## config.mk

```make
export PLATFORM = sky130hd
export DESIGN_NAME = cdb_arbiter
export DESIGN_NICKNAME = d
export VERILOG_FILES = /design/src/rtl/rv32i_types.sv /design/src/rtl/rr_priority_picker.sv /design/src/rtl/cdb_arbiter.sv
export SDC_FILE = /design/constraint.sdc
export NUM_CORES = 1
export LEC_CHECK = 0
export ABC_AREA = 0
export ABC_CLOCK_PERIOD_IN_PS = 8000
export CORE_AREA = 10 10 188 190
export CTS_CLUSTER_DIAMETER = 50
export CTS_CLUSTER_SIZE = 20
export DETAILED_ROUTE_END_ITERATION = 10
export DIE_AREA = 0 0 198 200
export MAX_ROUTING_LAYER = met4
export PLACE_DENSITY_LB_ADDON = 0.12
export RECOVER_POWER = 25
export SYNTH_ARGS = -nofsm -noshare
export SYNTH_HDL_FRONTEND = slang
export SYNTH_SLANG_ARGS = --single-unit
export TNS_END_PERCENT = 1
```

## constraint.sdc

```tcl
create_clock -name clk -period 8 [get_ports clk]
set_input_delay 1.6 -clock clk [delete_from_list [all_inputs] [get_ports clk]]
set_output_delay 1.6 -clock clk [all_outputs]
set_load 0.05 [all_outputs]
```

## src/rtl/rv32i_types.sv

```systemverilog
// rv32i_types: shared completion-bus result type and requester index bases
package rv32i_types;
  typedef struct packed {
    logic [3:0]  tag;
    logic        rdy;
    logic [31:0] data;
  } sal_t;
  localparam int ALU_BASE = 0;
  localparam int BR_BASE  = 8;
  localparam int LSQ_BASE = 11;
endpackage

```

## src/rtl/rr_priority_picker.sv

```systemverilog
// rr_priority_picker: first set request searching cyclically from ptr
module rr_priority_picker #(
  parameter int N = 12,
  parameter int W = 4
) (
  input  logic [N-1:0] req,
  input  logic [W-1:0] ptr,
  output logic [N-1:0] gnt,
  output logic [W-1:0] idx,
  output logic         any
);
  always_comb begin
    idx = '0;
    any = |req;
    // Walk offsets high to low so the nearest index to ptr is assigned last
    for (int k = N - 1; k >= 0; k--)
      if (req[(int'(ptr) + k) % N]) idx = W'((int'(ptr) + k) % N);
    gnt = any ? N'(1) << idx : '0;
  end
endmodule

```

## src/rtl/cdb_arbiter.sv

```systemverilog
// cdb_arbiter: round-robin completion bus arbiter with one registered output slot
module cdb_arbiter
  import rv32i_types::*;
#(
  parameter int NUM_REQ  = 12,
  parameter int ROB_SIZE = 8
) (
  input  logic               clk,
  input  logic               rst,
  input  logic               flush,
  input  logic [NUM_REQ-1:0] req_valid,
  input  sal_t               req_data [NUM_REQ],
  output logic [NUM_REQ-1:0] req_ack,
  input  logic               cdb_ready,
  output logic               cdb_valid,
  output sal_t               cdb_out
);
  localparam int PW = NUM_REQ > 1 ? $clog2(NUM_REQ) : 1;
  logic [PW-1:0] ptr, winner;
  logic [NUM_REQ-1:0] gnt;
  logic any, load_en, grant;
  sal_t win;
  rr_priority_picker #(.N(NUM_REQ), .W(PW)) u_pick (
    .req(req_valid),
    .ptr(ptr),
    .gnt(gnt),
    .idx(winner),
    .any(any)
  );
  assign load_en = !cdb_valid || cdb_ready;
  assign grant   = load_en && !flush && !rst && any;
  assign req_ack = grant ? gnt : '0;
  always_comb begin
    win = req_data[winner];
    win.rdy = 1'b1;
  end
  always_ff @(posedge clk) begin
    if (rst || flush) begin
      ptr       <= '0;
      cdb_valid <= 1'b0;
      cdb_out   <= '0;
    end else if (load_en) begin
      cdb_valid <= any;
      cdb_out   <= any ? win : '0;
      ptr       <= any ? (winner == PW'(NUM_REQ - 1) ? '0 : winner + PW'(1)) : ptr;
    end
  end
  always_ff @(posedge clk)
    if (grant) assert (int'(win.tag) < ROB_SIZE) else $error("cdb_arbiter: granted tag %0d out of ROB range", win.tag);
endmodule

```

* Word level (Yosys, flattened, before mapping)
Index checks and enable logic that the tools add are counted.
** Storage, ports and cells
- Register bits after elaboration :: 42
- Bits in latches :: 0
- Bits in writable memories :: 0
- ROM bits :: 0
- Bits of input ports :: 460
- Output and inout port bits :: 50
- Word-level logic and storage cells :: 110
- Memories kept :: 0
** Operators by class
- Add/subtract/negate cells :: 12
- $mul :: 0
- Div/mod/pow operators :: 12
- Order comparisons :: 13
- Equality and inequality tests :: 1
- Shifts and indexed selects :: 1
- Multiplexer cells :: 55
- Bitwise logic cells :: 1
- Reductions and logical operators :: 10
** Operators by type and width (count)
- $lt A32 B6 Y1 const B :: 12
- $mod A32 B5 Y32 const B :: 11
- $bmux W37 S4 :: 1
- $mux W37 :: 3
- $mux W4 :: 13
- $bmux W1 S4 :: 12
- $mod A5 B5 Y32 const B :: 1
- $mux W1 :: 24
- $mux W12 :: 2
- $add A4 B3 Y5 const B :: 4
- $add A4 B4 Y5 const B :: 4
- $reduce_or A12 Y1 :: 1
- $shl A1 B4 Y12 const A :: 1
- $add A4 B2 Y5 const B :: 2
- $add A4 B1 Y5 const B :: 1
- $ge A5 B5 Y1 const B :: 1
- $not A4 Y5 :: 1
- $add A4 B1 Y4 const B :: 1
- $eq A4 B4 Y1 const B :: 1
- $logic_and A1 B1 Y1 :: 3
- $logic_not A1 Y1 :: 3
- $logic_or A1 B1 Y1 :: 2
- $reduce_and A2 Y1 :: 1

* Longest topological paths before layout
Gate-level depths: netlist of the first run.
- Depth in word-level cells :: 22
- Gate-level depth with buffers :: 24
- Mapped depth without buffers :: 20

* Modules after synthesis
A second synthesis of the first run with hierarchy kept.
** Unflattened totals
- Cell total of the unflattened synthesis :: 720
- Area total of the unflattened synthesis :: 7561.0 µm²
** By module, submodules not included
- cdb_arbiter :: instances 1, cells an instance 338, area each 4709.5 µm², seq. area each 820.8 µm²
- rr_priority_picker :: instances 1, cells an instance 382, area each 2851.5 µm², seq. area each 0.0 µm²

* Least setup slack after synthesis of the first run
No wires, ideal clock.
- Path type :: register -> output
- From :: reg ptr[1]
- To :: out req_ack[7]
- Arrival time :: 5599 ps
- Data required time :: 6400 ps
- Setup slack :: 801 ps
- Cell stages (with the launch flop) :: 22
- Buffers on the path :: 4
- Cells stage by stage :: dfxtp_1 buf_4 clkbuf_1 inv_1 ha_1 xor2_1 inv_1 ha_1 nand2b_1 o311a_1 a211o_1 mux2_2 mux2i_1 nand3_1 o21ai_0 o211ai_2 and2_1 clkbuf_1 buf_2 nor2_1 ha_1 nor3b_1
** On the way
- Cells in the longest elaborated chain, start to end :: 20
- Elaborated cells between the ends (all ways) :: 74
- Classes of those cells :: 11 x add/sub; 12 x div; 1 x shift; 50 x mux
** RTL lines
- start: declaration :: line cdb_arbiter.sv:19 : logic [PW-1:0] ptr, winner;
- start signal: assignment :: line cdb_arbiter.sv:45 : ptr <= any ? (winner == PW'(NUM_REQ - 1) ? '0 : winner + PW'(1)) : ptr;
- $add A4 B4 Y5 :: line rr_priority_picker.sv:17 : if (req[(int'(ptr) + k) % N]) idx = W'((int'(ptr) + k) % N);
- $mod A32 B5 Y32 :: line rr_priority_picker.sv:17
- $bmux W1 S4 :: line rr_priority_picker.sv:17
- $mux W1 (not written as such) (2 in series) :: line rr_priority_picker.sv:17
- $mux W4 (11 in series) :: line rr_priority_picker.sv:17
- $mux W4 * :: line rr_priority_picker.sv:17
- $shl A1 B4 Y12 * :: line rr_priority_picker.sv:18 : gnt = any ? N'(1) << idx : '0;
- $mux W12 * :: line rr_priority_picker.sv:18
- $mux W12 * :: line cdb_arbiter.sv:32 : assign req_ack = grant ? gnt : '0;
- end: declaration :: line cdb_arbiter.sv:13 : output logic [NUM_REQ-1:0] req_ack,
Mark *: on every way between the ends. The rest lies on a longest branch, timed or not. The select of a mux whose other input is x is not followed.

* Worst setup path in the final report of the first run
- From :: in req_valid[7]
- To :: out req_ack[4]
** On the way
- Cells in the longest elaborated chain, start to end :: 18
- Elaborated cells between the ends (all ways) :: 53
- Classes of those cells :: 1 x shift; 50 x mux; 2 x reduce/logical
** RTL lines
- start: declaration :: line cdb_arbiter.sv:11 : input logic [NUM_REQ-1:0] req_valid,
- $bmux W1 S4 :: line rr_priority_picker.sv:17
- $mux W1 (not written as such) (2 in series) :: line rr_priority_picker.sv:17
- $mux W4 (12 in series) :: line rr_priority_picker.sv:17
- $shl A1 B4 Y12 :: line rr_priority_picker.sv:18
- $mux W12 :: line rr_priority_picker.sv:18
- $mux W12 * :: line cdb_arbiter.sv:32
Marked as above.

==> results of run 1 <==
worst paths after layout:
kind                              startpoint          end  slack, ns
worst max-delay path            req_valid[7]   req_ack[4]       0.55
worst min-delay path             cdb_out[16]  cdb_out[16]       0.54
worst max register to register        ptr[0]   cdb_out[4]       1.33
worst min register to register   cdb_out[16]  cdb_out[16]       0.54
stage by stage:
stage	cells	power [W]	utilization	cell area (um2)	hold WS [ns]
floorplan	975	0.00318	-	7600	0.667
global placement	1829	0.00424	0.412	12900	0.522
detailed placement	1829	0.00424	0.412	12900	0.531
CTS	1837	0.00450	0.417	13100	0.550
global route	1849	0.00478	0.418	13100	0.580
finish	1850	0.00447	0.418	13100	0.544
critical path, cell delays in order:
cell             delay [ns]
dlygate4sd3_1          0.60
mux4_2                 0.54
a311oi_1               0.28
o21bai_1               0.18
o31ai_4                0.10
and2_4                 0.20
nor3_1                 0.05
o311a_1                0.36
o211ai_2               0.30
and2_2                 0.48
nand2_1                0.19
nor2_1                 0.14
clkdlybuf4s50_1        0.82
flip-flops by register name (all words and copies together) (netlist names):
register   cells
cdb_valid      1
ptr            4
cdb_out       36
layout make-up:
| cell class | count | area share |
|---|---|---|
| inverters | 24 | 0.00686 |
| flip-flops and latches | 41 | 0.0625 |
| well taps | 402 | 0.0383 |
| clock buffers | 7 | 0.0116 |
| repair buffers | 522 | 0.393 |
| multi-input cells | 840 | 0.484 |
| clock inverters | 1 | 0.000667 |
| diodes | 13 | 0.00248 |
cells by family (layout without fill, tap and decap cells):
group,after synthesis,in the layout,share of synthesized area
buffers and inverters,94,554,0.0604
AOI/OAI and AO/OA,284,284,0.254
xor gates and xnor gates,12,12,0.0158
other,0,13,0
DFF,41,41,0.108
and+or+nand+nor,307,307,0.208
muxes,208,208,0.306
adders and majority gates,29,29,0.0478
metal layers:
layer	GRT usage	vias to the layer above	share of wire
li1	-	4635	-
met1	0.243	4541	0.37
met2	0.458	274	0.56
met3	0.0516	32	0.050
met4	0.0581	0	0.015
met5	-	-	0
power by group through the flow:
| stage | sequential (W) | combinational (W) | clock (W) |
|---|---|---|---|
| final | 0.000283 | 0.00395 | 0.000237 |
| after global routing | 0.000289 | 0.00424 | 0.000251 |
| after CTS | 0.000283 | 0.00397 | 0.000245 |
| after detailed placement | 0.000287 | 0.00396 | 0 |
| after global placement | 0.000285 | 0.00395 | 0 |
| after floorplan | 0.000417 | 0.00276 | 0 |
cell usage in the layout, fill, tap and decap left out, types with 4 or more instances in the layout:
cell | netlist | final
a211o_1 | 6 | 6
a211oi_1 | 4 | 4
a21o_1 | 9 | 9
a21oi_1 | 64 | 64
a22o_1 | 37 | 37
a31oi_1 | 4 | 4
and2_1 | 6 | 5
and3_1 | 7 | 7
buf_4 | 8 | 27
clkbuf_16 | 0 | 5
clkdlybuf4s50_1 | 0 | 472
dfxtp_1 | 41 | 41
diode_2 | 0 | 13
dlygate4sd3_1 | 0 | 22
ha_1 | 29 | 29
inv_1 | 23 | 23
mux2_1 | 5 | 5
mux2_2 | 68 | 68
mux2i_1 | 123 | 123
mux4_2 | 12 | 12
nand2_1 | 135 | 134
nand2b_1 | 14 | 12
nand3_1 | 7 | 7
nand3b_1 | 4 | 4
nor2_1 | 39 | 37
nor2b_1 | 9 | 8
nor3_1 | 6 | 6
nor3b_1 | 9 | 9
nor4_1 | 5 | 5
o211ai_1 | 6 | 6
o21a_1 | 4 | 4
o21ai_0 | 58 | 58
o21ai_1 | 5 | 5
o221ai_1 | 5 | 5
o22ai_1 | 38 | 38
or2_2 | 8 | 9
or4_1 | 36 | 36
xnor2_1 | 8 | 8
==> out/metrics.cfg, run 1 <==
[cells_and_area]
area_delta_synth_final_pct = 72.9
nFillCells = 3239
register_area_um2 = 821
drive_above_1_share = 0.107
final_nets = 1923
multi_input_area_mm2 = 0.00636

[worst_setup_path]
worstPathMaxFanout = 14
arrival_ns = 5.85
endpoint_kind = output pin
startpoint_type = input pin
reg2reg_depth = 18
required_ns = 6.40
crit_type = in -> out

[routing]
wl_per_cell_um = 26.7
drt-pass1-iter-count = 4
drt_wl_total_um = 49400
vias = 9482
drc_errors = 0
ant_nets = 0
dr.first_iter.drc_count = 486
vias_per_cell = 5.13

[grt]
antenna_found_initial = 14
grt_overflow = 0
grt_usage = 0.239
grt_max_degree = 142
grt_pass1_wl_um = 66700
grt_pass1_vias = 9623

[synth]
synth_cells = 975
synth_area_leaders = mux2i_1 16%, dfxtp_1 11%, mux2_2 10%
synthesis.nets = 1464
synthFlopType = dfxtp_1
yosys.area.top_type = mux2i_1
synth_seq_area_share = 0.108
synth.most_common_cell = nand2_1
syn_area_per_cell_um2 = 7.79
yosys_warnings = 0
synth_edf_count = 0
synthesis.area_mm2 = 0.00760
synth_commonest_cells = 135 x nand2_1, 123 x mux2i_1, 68 x mux2_2
synth_top_area_frac = 0.162
synth_cell_types = 85
ys_seq_elements = 41
async_flop_share = 0

[floorplan]
initial_core_util = 0.242
dieArea_mm2 = 0.0396
core_area_mm2 = 0.0314
die_h_um = 200
top_level_ports = 510
die_w_um = 198
fp-row-count = 65

[placement]
gp_congestion = 0.872
port_buffers = 497
dp_slack_ns = 0.607
dp_hpwl_um = 42600

[sta]
period_needed_ns = 7.45
finalWorstSetupSlack_ns = 0.548
skew_ns = 0.0171
finalSetupViolCount = 0
layout_worst_path_cycle_share = 0.932
rsz0062_at_grt = false
relSlewSlack = 0.368
slew_viol_final = 0
worst_pin_slew_ns = 0.945
clock.fmax_mhz = 134
tns_ns = 0
finalHoldViolCount = 0

[run_status]
status = finished clean

[hold_path]
hold_path.class = reg -> reg
holdPathStages = 3

[flow_run]
max_cap_viol_count = 0

[cts]
clock_latency_ns = 0.30
ctsResizeCount = 0
cts_hold_buf = 0
cts_max_level = 2
cts_buffers = 5
cts_tree = done
postCtsSetupRepairBufs = 0
clock_path_buffers = 2
numClockSinks = 41
cts_root_buf = clkbuf_16
clkTransAtPathRegs_ns = 0.07

[power]
switching_share = 0.522
leakagePower_nw = 5.38
internal_power_w = 0.00214
vdd_drop_max_mv = 0.611
combPwrFrac = 0.884
pwr_density_cell_mw_per_mm2 = 340
switchingPower_w = 0.00234
sequentialPowerShare = 0.063
clockPowerShare = 0.053

Power figures use the tool's default switching activity.
==> inputs of run 2 (changes only) <==
--- a/config.mk
+++ b/config.mk
@@ -7,11 +7,13 @@
 export LEC_CHECK = 0
 export ABC_AREA = 0
 export ABC_CLOCK_PERIOD_IN_PS = 8000
-export CORE_AREA = 10 10 188 190
+export CELL_PAD_IN_SITES_DETAIL_PLACEMENT = 1
+export CELL_PAD_IN_SITES_GLOBAL_PLACEMENT = 2
+export CORE_MARGIN = 10
+export CORE_UTILIZATION = 19
 export CTS_CLUSTER_DIAMETER = 50
 export CTS_CLUSTER_SIZE = 20
 export DETAILED_ROUTE_END_ITERATION = 10
-export DIE_AREA = 0 0 198 200
 export MAX_ROUTING_LAYER = met4
 export PLACE_DENSITY_LB_ADDON = 0.12
 export RECOVER_POWER = 25
==> run 2 against run 1 <==
  * First-iteration DRC count down 17%
  * Sequential share of layout area shrank 0.097 points
  * Setup slack gained 0.13 ns
  * Total power up 2.3%
  * Critical path type unchanged
  * Critical endpoint is now req_ack[11]
  * Largest power group unchanged
==> out/metrics.cfg, run 2 (synthesis results as in run 1) <==
[run_status]
status = finished clean

[sta]
skew_ns = 0.00845  ; -0.00867 ns
worst_pin_slew_ns = 1.10  ; +0.159 ns
clock.fmax_mhz = 137  ; +1.8%
finalWorstSetupSlack_ns = 0.679  ; +0.131 ns
finalSetupViolCount = 0  ; unchanged
layout_worst_path_cycle_share = 0.915  ; -0.0164
fin_hold_ws_ns = 0.522  ; -0.0218 ns
slew_viol_final = 0  ; unchanged
finalHoldViolCount = 0  ; unchanged
rsz0062_at_grt = false
relSlewSlack = 0.263  ; -0.105
period_needed_ns = 7.32  ; -0.131 ns
tns_ns = 0  ; unchanged

[routing]
vias_per_cell = 4.84  ; -5.6%
ant_nets = 0  ; unchanged
drt_wl_total_um = 53400  ; +8.2%
vias = 9587  ; +1.1%
drc_errors = 0  ; unchanged
wl_per_cell_um = 27.0  ; +1.1%
drt-pass1-iter-count = 4  ; unchanged
dr.first_iter.drc_count = 404  ; -17%

[grt]
antenna_found_initial = 19  ; +5
grt_pass1_vias = 10200  ; +6.1%
grt_usage = 0.213  ; -0.0265
grt_pass1_wl_um = 72700  ; +8.9%
grt_overflow = 0  ; unchanged
grt_max_degree = 118  ; -17%

[hold_path]
hold_path.class = reg -> reg
holdPathStages = 2  ; -1

[worst_setup_path]
endpoint_kind = output pin
required_ns = 6.40  ; about the same
startpoint_type = input pin
arrival_ns = 5.72  ; -0.13 ns
crit_type = in -> out
reg2reg_depth = 18  ; unchanged
worstPathMaxFanout = 14  ; unchanged

[cells_and_area]
largest-register = cdb_out
final_nets = 1924  ; +0.052%
largest_reg_flops = 36  ; unchanged
drive_above_1_share = 0.111  ; +0.00341
reg_top3 = cdb_out: 36 flops, ptr: 4 flops, cdb_valid: 1 flops
mostFrequentLayoutCells = 468 x clkdlybuf4s50_1, 134 x nand2_1, 123 x mux2i_1, 68 x mux2_2, 64 x a21oi_1
final_cell_area_mm2 = 0.0133  ; +1.6%
area_delta_synth_final_pct = 75.7
layout_commonest_cell = clkdlybuf4s50_1

[flow_run]
max_cap_viol_count = 0  ; unchanged

[cts]
numClockSinks = 41  ; unchanged
clkTransAtPathRegs_ns = 0.07  ; about the same
cts_max_level = 2  ; unchanged
ctsResizeCount = 0  ; unchanged
cts_root_buf = clkbuf_16
clock_path_buffers = 2  ; unchanged
clock_latency_ns = 0.31  ; about the same
cts_buffers = 5  ; unchanged
postCtsSetupRepairBufs = 0  ; unchanged
cts_tree = done
cts_hold_buf = 0  ; unchanged

[placement]
port_buffers = 497  ; unchanged
dp_hpwl_um = 45500  ; +6.9%
gp_congestion = 0.867  ; -0.57%
dp_slack_ns = 0.736  ; +0.129 ns
dpl-instance-area_mm2 = 0.0131  ; +1.4%

[floorplan]
initial_core_util = 0.192  ; -0.0503
core_area_mm2 = 0.0396  ; +26%
fp-row-count = 73  ; +12%
die_h_um = 220  ; +10%
dieArea_mm2 = 0.0484  ; +22%
die_w_um = 220  ; +11%
top_level_ports = 510  ; unchanged

[power]
pwr_density_cell_mw_per_mm2 = 343  ; +0.73%
vdd_drop_max_mv = 0.441  ; -28%
leakagePower_nw = 5.41  ; +0.41%
total_power_w = 0.00458  ; +2.3%

-- run 2: cell count changes in the layout (fill, tap and decap cells not counted), sizes merged --
cell	previous run	this run
diode	13	20
buf	28	33
clkdlybuf4s50	472	468
bufinv	0	1
inv	25	24
-- run 2: final cells by class --
cell class | instances | area [um2]
inverters | 24 | 90.1
multi-input cells | 840 | 6360
well taps | 525 | 657
fillers | 4730 | 26300
repair buffers | 523 | 5190
clock buffers | 7 | 143
flip-flops and latches | 41 | 821
diodes | 20 | 50.0
clock inverters | 1 | 30.0
-- run 2: power by group --
part           switching [W]  internal [W]  total (W)
Sequential         0.0000281      0.000257   0.000285
Combinational        0.00226       0.00176    0.00403
Clock               0.000108      0.000157   0.000265
Total                0.00240       0.00218    0.00458
-- run 2: final timing paths --
kind                            slack [ns]           to         start
worst min-delay path                  0.52       ptr[1]        ptr[1]
worst max register to register        1.55  cdb_out[13]        ptr[2]
worst max-delay path                  0.68  req_ack[11]  req_valid[9]
worst min register to register        0.52       ptr[1]        ptr[1]
-- run 2: stage by stage --
stage / std cells / utilization
floorplan: 975 / -
global placement: 1953 / 0.331
detailed placement: 1953 / 0.331
CTS: 1961 / 0.335
global route: 1980 / 0.337
finish: 1981 / 0.337
-- run 2: critical path, stage by stage --
cell             delay [ns]
dlygate4sd3_1          0.63
mux4_2                 0.57
a21boi_0               0.19
or2_0                  0.25
a21oi_1                0.46
and4_1                 0.33
o211ai_2               0.17
and2_2                 0.34
nor2_1                 0.18
inv_1                  0.07
nor2_1                 0.11
clkdlybuf4s50_1        0.82
-- run 2: per-layer routing --
layer | GRT usage | vias to the layer above | part of all wire
li1 | - | 4630 | -
met1 | 0.226 | 4676 | 0.38
met5 | - | - | 0
met3 | 0.0551 | 22 | 0.059
met4 | 0.0591 | 0 | 0.014
met2 | 0.383 | 259 | 0.55
